<file path="config.mk">
export PLATFORM = sky130hd
export DESIGN_NAME = load_store_unit
export DESIGN_NICKNAME = d
export VERILOG_FILES = /design/src/rtl/load_store_unit_pkg.sv /design/src/rtl/lsu_extend.sv /design/src/rtl/load_store_unit.sv
export SDC_FILE = /design/constraint.sdc
export NUM_CORES = 1
export LEC_CHECK = 0
export ABC_AREA = 1
export BUFFER_PORTS_ARGS = -buffer_cell sky130_fd_sc_hd__buf_2
export CAP_MARGIN = 20
export CORE_ASPECT_RATIO = 0.9
export CORE_MARGIN = 3
export CORE_UTILIZATION = 46
export CTS_CLUSTER_DIAMETER = 40
export DETAILED_ROUTE_END_ITERATION = 10
export PLACE_DENSITY = 0.83
export SLEW_MARGIN = 5
export SYNTH_ARGS = -nofsm -noshare
export SYNTH_HDL_FRONTEND = slang
export SYNTH_SLANG_ARGS = --single-unit
</file>
<file path="constraint.sdc">
create_clock -name clk -period 5.35 [get_ports clk]
set_input_delay 1.605 -clock clk [delete_from_list [all_inputs] [get_ports clk]]
set_output_delay 1.605 -clock clk [all_outputs]
set_load 0.02 [all_outputs]
</file>
<file path="src/rtl/load_store_unit_pkg.sv">
// Shared definitions for the load/store unit: data word, access-width
// encodings, FSM state encoding and the alignment rule.
package load_store_unit_pkg;

  localparam int WORD = 32;

  typedef logic [WORD-1:0] word_t;

  // Memory access width as seen on req_mode / mem_mode.
  typedef logic [1:0] mmd_t;

  localparam mmd_t MEM_BYTE = 2'b00;
  localparam mmd_t MEM_HALF = 2'b01;
  localparam mmd_t MEM_WORD = 2'b10;

  typedef enum logic [1:0] {
    LSU_IDLE   = 2'b00,
    LSU_ACCESS = 2'b01,
    LSU_RESP   = 2'b10
  } lsu_state_t;

  // True when an access cannot be issued: the width encoding is illegal or
  // the address is not a multiple of the access width.
  function automatic logic access_fault(input mmd_t mode, input logic [1:0] addr_lo);
    case (mode)
      MEM_BYTE: access_fault = 1'b0;
      MEM_HALF: access_fault = addr_lo[0];
      MEM_WORD: access_fault = |addr_lo;
      default:  access_fault = 1'b1;
    endcase
  endfunction

endpackage

</file>
<file path="src/rtl/lsu_extend.sv">
// Combinational helper of the load/store unit: flags misaligned or illegal
// accesses and sign/zero-extends right-justified load data to a full word.
module lsu_extend
  import load_store_unit_pkg::*;
(
  input  mmd_t        mode,
  input  logic        sign_ext,
  input  logic [1:0]  addr_lo,
  input  word_t       data,
  output logic        misaligned,
  output word_t       extended
);

  // Alignment check and width-dependent extension of the memory read data.
  always_comb begin
    // NOTE: every output gets a default before the case so no path can leave
    // it unassigned; an unassigned path in always_comb infers a latch.
    misaligned = access_fault(mode, addr_lo);
    extended   = data;
    case (mode)
      MEM_BYTE: extended = {{24{sign_ext & data[7]}},  data[7:0]};
      MEM_HALF: extended = {{16{sign_ext & data[15]}}, data[15:0]};
      default:  extended = data;
    endcase
  end

endmodule

</file>
<file path="src/rtl/load_store_unit.sv">
// Initiator side of the data-memory interface. Accepts one load/store at a
// time, rejects misaligned/illegal accesses without touching memory, holds
// the memory strobe for MEM_LATENCY cycles, then pulses a response.
module load_store_unit
  import load_store_unit_pkg::*;
#(
  parameter int MEM_LATENCY = 1
) (
  input  logic        clk,
  input  logic        reset,
  input  logic        req_valid,
  output logic        req_ready,
  input  logic        req_write,
  input  logic [1:0]  req_mode,
  input  logic        req_signed,
  input  logic [31:0] req_addr,
  input  logic [31:0] req_wdata,
  output logic        resp_valid,
  output logic        resp_error,
  output logic [31:0] resp_rdata,
  output logic [31:0] mem_address,
  output logic [31:0] mem_writeData,
  output logic [1:0]  mem_mode,
  output logic        mem_read,
  output logic        mem_write,
  input  logic [31:0] mem_readData
);

  // Wide enough to hold MEM_LATENCY-1.
  localparam int CW = (MEM_LATENCY > 1) ? $clog2(MEM_LATENCY) : 1;

  lsu_state_t    state;
  lsu_state_t    state_nxt;
  logic [CW-1:0] count;

  word_t addr_q;
  word_t wdata_q;
  mmd_t  mode_q;
  logic  write_q;
  logic  signed_q;
  logic  error_q;

  mmd_t  chk_mode;
  logic  [1:0] chk_addr_lo;
  logic  fault;
  word_t extended;

  // In IDLE the helper judges the incoming request; afterwards it works on the
  // latched request so the extension matches what was issued to memory.
  assign chk_mode    = (state == LSU_IDLE) ? req_mode      : mode_q;
  assign chk_addr_lo = (state == LSU_IDLE) ? req_addr[1:0] : addr_q[1:0];

  lsu_extend u_extend (
    .mode       (chk_mode),
    .sign_ext   (signed_q),
    .addr_lo    (chk_addr_lo),
    .data       (mem_readData),
    .misaligned (fault),
    .extended   (extended)
  );

  // State register; reset drops the state, which in turn drops the strobes
  // asynchronously.
  always_ff @(posedge clk or posedge reset) begin
    // NOTE: sequential state uses non-blocking assignments so every flop
    // samples pre-edge values regardless of block evaluation order.
    if (reset) state <= LSU_IDLE;
    else       state <= state_nxt;
  end

  // Next-state logic: IDLE -> ACCESS -> RESP -> IDLE, or IDLE -> RESP on fault.
  always_comb begin
    state_nxt = state;
    case (state)
      LSU_IDLE:   if (req_valid) state_nxt = fault ? LSU_RESP : LSU_ACCESS;
      LSU_ACCESS: if (count == '0) state_nxt = LSU_RESP;
      LSU_RESP:   state_nxt = LSU_IDLE;
      default:    state_nxt = LSU_IDLE;
    endcase
  end

  // Request latches, latency counter and load-data capture.
  always_ff @(posedge clk or posedge reset) begin
    // NOTE: these registers drive the memory bus and response outputs, which
    // must read zero out of reset, so they are reset like control state.
    if (reset) begin
      addr_q     <= '0;
      wdata_q    <= '0;
      mode_q     <= MEM_BYTE;
      write_q    <= 1'b0;
      signed_q   <= 1'b0;
      error_q    <= 1'b0;
      count      <= '0;
      resp_rdata <= '0;
    end else begin
      case (state)
        LSU_IDLE: begin
          if (req_valid) begin
            addr_q     <= req_addr;
            wdata_q    <= req_wdata;
            mode_q     <= req_mode;
            write_q    <= req_write;
            signed_q   <= req_signed;
            error_q    <= fault;
            count      <= CW'(MEM_LATENCY - 1);
            resp_rdata <= '0;
          end
        end
        LSU_ACCESS: begin
          if (count == '0) begin
            if (!write_q) resp_rdata <= extended;
          end else begin
            count <= count - CW'(1);
          end
        end
        LSU_RESP: resp_rdata <= '0;
        default:  resp_rdata <= '0;
      endcase
    end
  end

  assign req_ready     = (state == LSU_IDLE);
  assign resp_valid    = (state == LSU_RESP);
  assign resp_error    = resp_valid & error_q;
  assign mem_read      = (state == LSU_ACCESS) & ~write_q;
  assign mem_write     = (state == LSU_ACCESS) &  write_q;
  assign mem_address   = addr_q;
  assign mem_writeData = wdata_q;
  assign mem_mode      = mode_q;

endmodule

</file>
==> metrics.md <==
| Metric | Value |
|---|---|
| Num rows | `32` |
| Cell Area, Placed | `approximately 5400 um2` |
| Number of flops mapped to enable cells by yosys | `0` |
| Delay-heaviest family, CP | `buffers and inverters` |
| TNS Setup | `0 ns` |
| Max-cap violation count | `0` |
| 1st-iter DRT viols | `approximately 230` |
| Clock H-tree levels | `3` |
| Crit-path slowest cell | `dfrtp_1` |
| CTS buffer count | `9` |
| VDD IR max | `around 310 uV` |
| Area grow syn2layout | `30.3%` |
| Tmin final | `roughly 3.3 ns` |
| Status | `complete, no violations` |
| Syn Nets | `approximately 630` |
| Hold path startpoint | `mem_writeData[28]` |
| Ranking of synthesized cells by area | `dfrtp_1 60%, nand2_1 28%, inv_1 2.5%` |
| # setup viols final | `0` |
| Clock Path Buffers | `2` |
| ANT cells | `0` |
| Root Driver | `clkbuf_8` |
| Crit Path Max Fanout | `33` |
| Rel. slew slack | `about two fifths` |
| Synth cell types | `20` |
| Post-CTS resize count | `0` |
| Clock-pin slew on the worst setup and hold paths | `approximately 0.1 ns` |
| CP Buf/Inv Count | `3` |
| Final ANT Viol Nets | `0` |
| Area of the die | `~11000 um2` |
| Pwr dens | `~600 nW/um2` |
| Routed vias/inst | `~4.6` |
| Post-synth top area cell | `dfrtp_1` |
| Leakage Power | `between 3 and 4 nW` |
| Reg-to-Reg Start | `state[1]` |
| Share of the synthesized area in the top cell type | `roughly 60%` |
| Most frequent cell after synthesis | `nand2_1` |
| Hold EP | `mem_writeData[28]` |
| Global route overflow | `0` |
| Largest net degree at the start of global routing | `74` |
| Hold_buf cts | `0` |
| Mapped Cells | `523` |
| RSZ-0062 raised after global routing | `false` |
| Postcts setup bufs | `0` |
| TritonRoute pass-1 iters | `4` |
| Yosys reg bits | `a little over 100` |
| Place WS | `about 2.3 ns` |
| CP Data Arrival Time | `about 1.7 ns` |
| Core Box Area | `8810 um2` |
| Mapped Area | `4290 um2` |
| Worst skew pair latency | `approximately 0.35 ns` |
| Gpl congestion | `a little over 0.7` |
| Min setup slack post-route | `2.04 ns` |
| Main flop type after synthesis | `dfrtp_1` |
| Die Wd | `108 um` |
| Post-DP HPWL | `between 7 and 8 mm` |
| Flop2flop setup slack | `approximately 3.7 ns` |
| Net count, final | `between 800 and 900` |
| Mean routed wirelength per cell | `approximately 13 um` |
| Worst slew pin tran | `around 0.89 ns` |
| Sequential cell area fraction in the yosys report | `60.1%` |
| Critical Path Source Type | `flop` |
| FF-to-FF End | `error_q` |
| Port buffer count | `slightly above 200` |
| Initial core utilization | `around 49%` |
| Die H | `~98 um` |
| Drt total wl | `around 11 mm` |
| Kind of critical path | `reg -> out` |
| Hold Path Depth | `2` |
| Final non-filler cell area | `~5600 um2` |
| Max-slew violations | `0` |
| Vias in the first global route | `around 3.7k` |
| Worst-path cell chain | `inv_2 -> nand2_1 -> nor2_2 -> buf_4 -> buf_2` |
| Hold Crit Class | `reg -> reg` |
| Yosys Warn Count | `0` |
| Antenna violations before repair | `0` |
| Asr flop ratio synth | `100%` |
| CTS tree | `done` |
| Worst Skew | `approximately 0.0071 ns` |
| IO Pins | `206` |
| Max Fclk | `about 300 MHz` |
| Tcrit/Tclk final | `roughly three fifths` |
| First-pass GRT wire length | `17.7 mm` |
| CP endpoint kind | `output pin` |
| Syn avg cell area | `slightly above 8 um2` |
| Worst Path Required | `roughly 3.7 ns` |
| Sink Count | `approximately 100` |
| Cells on worst reg2reg path | `9` |
| Commonest cells in the netlist | `322 x nand2_1, 103 x dfrtp_1, 29 x inv_1` |
| Hold slack final | `roughly 0.47 ns` |
| DR DRC count | `0` |
| Total GRT Usage | `20.7%` |
| Fin. Hold Viols | `0` |
| Vias | `around 3.8k` |
| Share of cells above drive strength 1 | `approximately 33%` |
| Slowest stage delay, CP | `~0.46 ns` |
==> cells in the final DEF, fill, tap and decap left out <==
master	instances
dfrtp_1	103
nand2_2	4
buf_12	1
bufinv_16	1
clkinvlp_4	2
o22ai_2	1
clkinv_2	1
inv_2	4
clkbuf_8	9
nand3b_4	1
nor2_4	2
inv_1	27
buf_4	3
nand2_4	2
clkbuf_1	2
buf_8	1
nand3_1	1
o22ai_1	1
inv_4	1
and3_1	1
buf_2	205
nor2_1	7
o21ai_1	1
clkinv_4	1
nand2_1	322
nor2_2	1
o21ai_0	20
==> cells by family after synthesis <==
kind of cell	share of synthesized area (%)
buffers and inverters	5.92
AOI/OAI and AO/OA	2.89
and+or+nand+nor	31.1
DFF	60.1
==> registers in the layout, indices dropped and copies added, names as in the netlist <==
register       flops
resp_rdata        32
signed_q           1
write_q            1
mem_writeData     32
mem_mode           2
mem_address       32
error_q            1
state              2
==> cell type report <==
| cell class | count | area, um2 |
|---|---|---|
| Sequential cell | 103 | 2580 |
| Multi-Input combinational cell | 364 | 1470 |
| Clock buffer | 11 | 131 |
| Inverter | 32 | 123 |
| Clock inverter | 5 | 58.8 |
| Tap cell | 119 | 149 |
| Fill cell | 816 | 3220 |
| Timing Repair Buffer | 210 | 1080 |
==> per-layer routing <==
layer	vias to the layer above	GRT usage [%]	share of wire, %
li1	1944	-	-
met1	1758	27.5	44
met2	136	34.5	48
met3	10	4.52	6.9
met4	0	5.34	1.2
met5	-	0	0
==> per-stage QoR <==
stage               std cells  power, mW  utilization, %
detailed placement        827       2.92            61.1
finish                    844       3.37            63.5
CTS                       843       3.40            63.2
global placement          826       2.86            60.9
global route              844       3.65            63.5
floorplan                 523       2.39               -
==> report_power, final <==
group,switching [mW],internal (mW),leakage (nW)
Sequential,0.188,1.10,1.32
Clock,0.254,0.217,0.0895
Combinational,1.12,0.493,2.16
Total,1.56,1.81,3.57
==> worst max path at each step <==
stage,slack (ns),endpoint,cells past startpoint,startpoint
after floorplan,1.04,error_q,1,reset
after global placement,2.43,mem_writeData[17],6,req_valid
after detailed placement,2.34,mem_address[14],6,req_valid
after CTS,2.02,mem_read,5,state[1]
after global routing,1.91,mem_read,5,state[1]
final,2.04,mem_read,5,state[1]
==> worst min-delay path, delay by kind of cell, from the launching register on <==
family | cells | cell delay (ns)
simple gates | 2 | 0.09
flops | 1 | 0.35
Power figures use the tool's default switching activity.
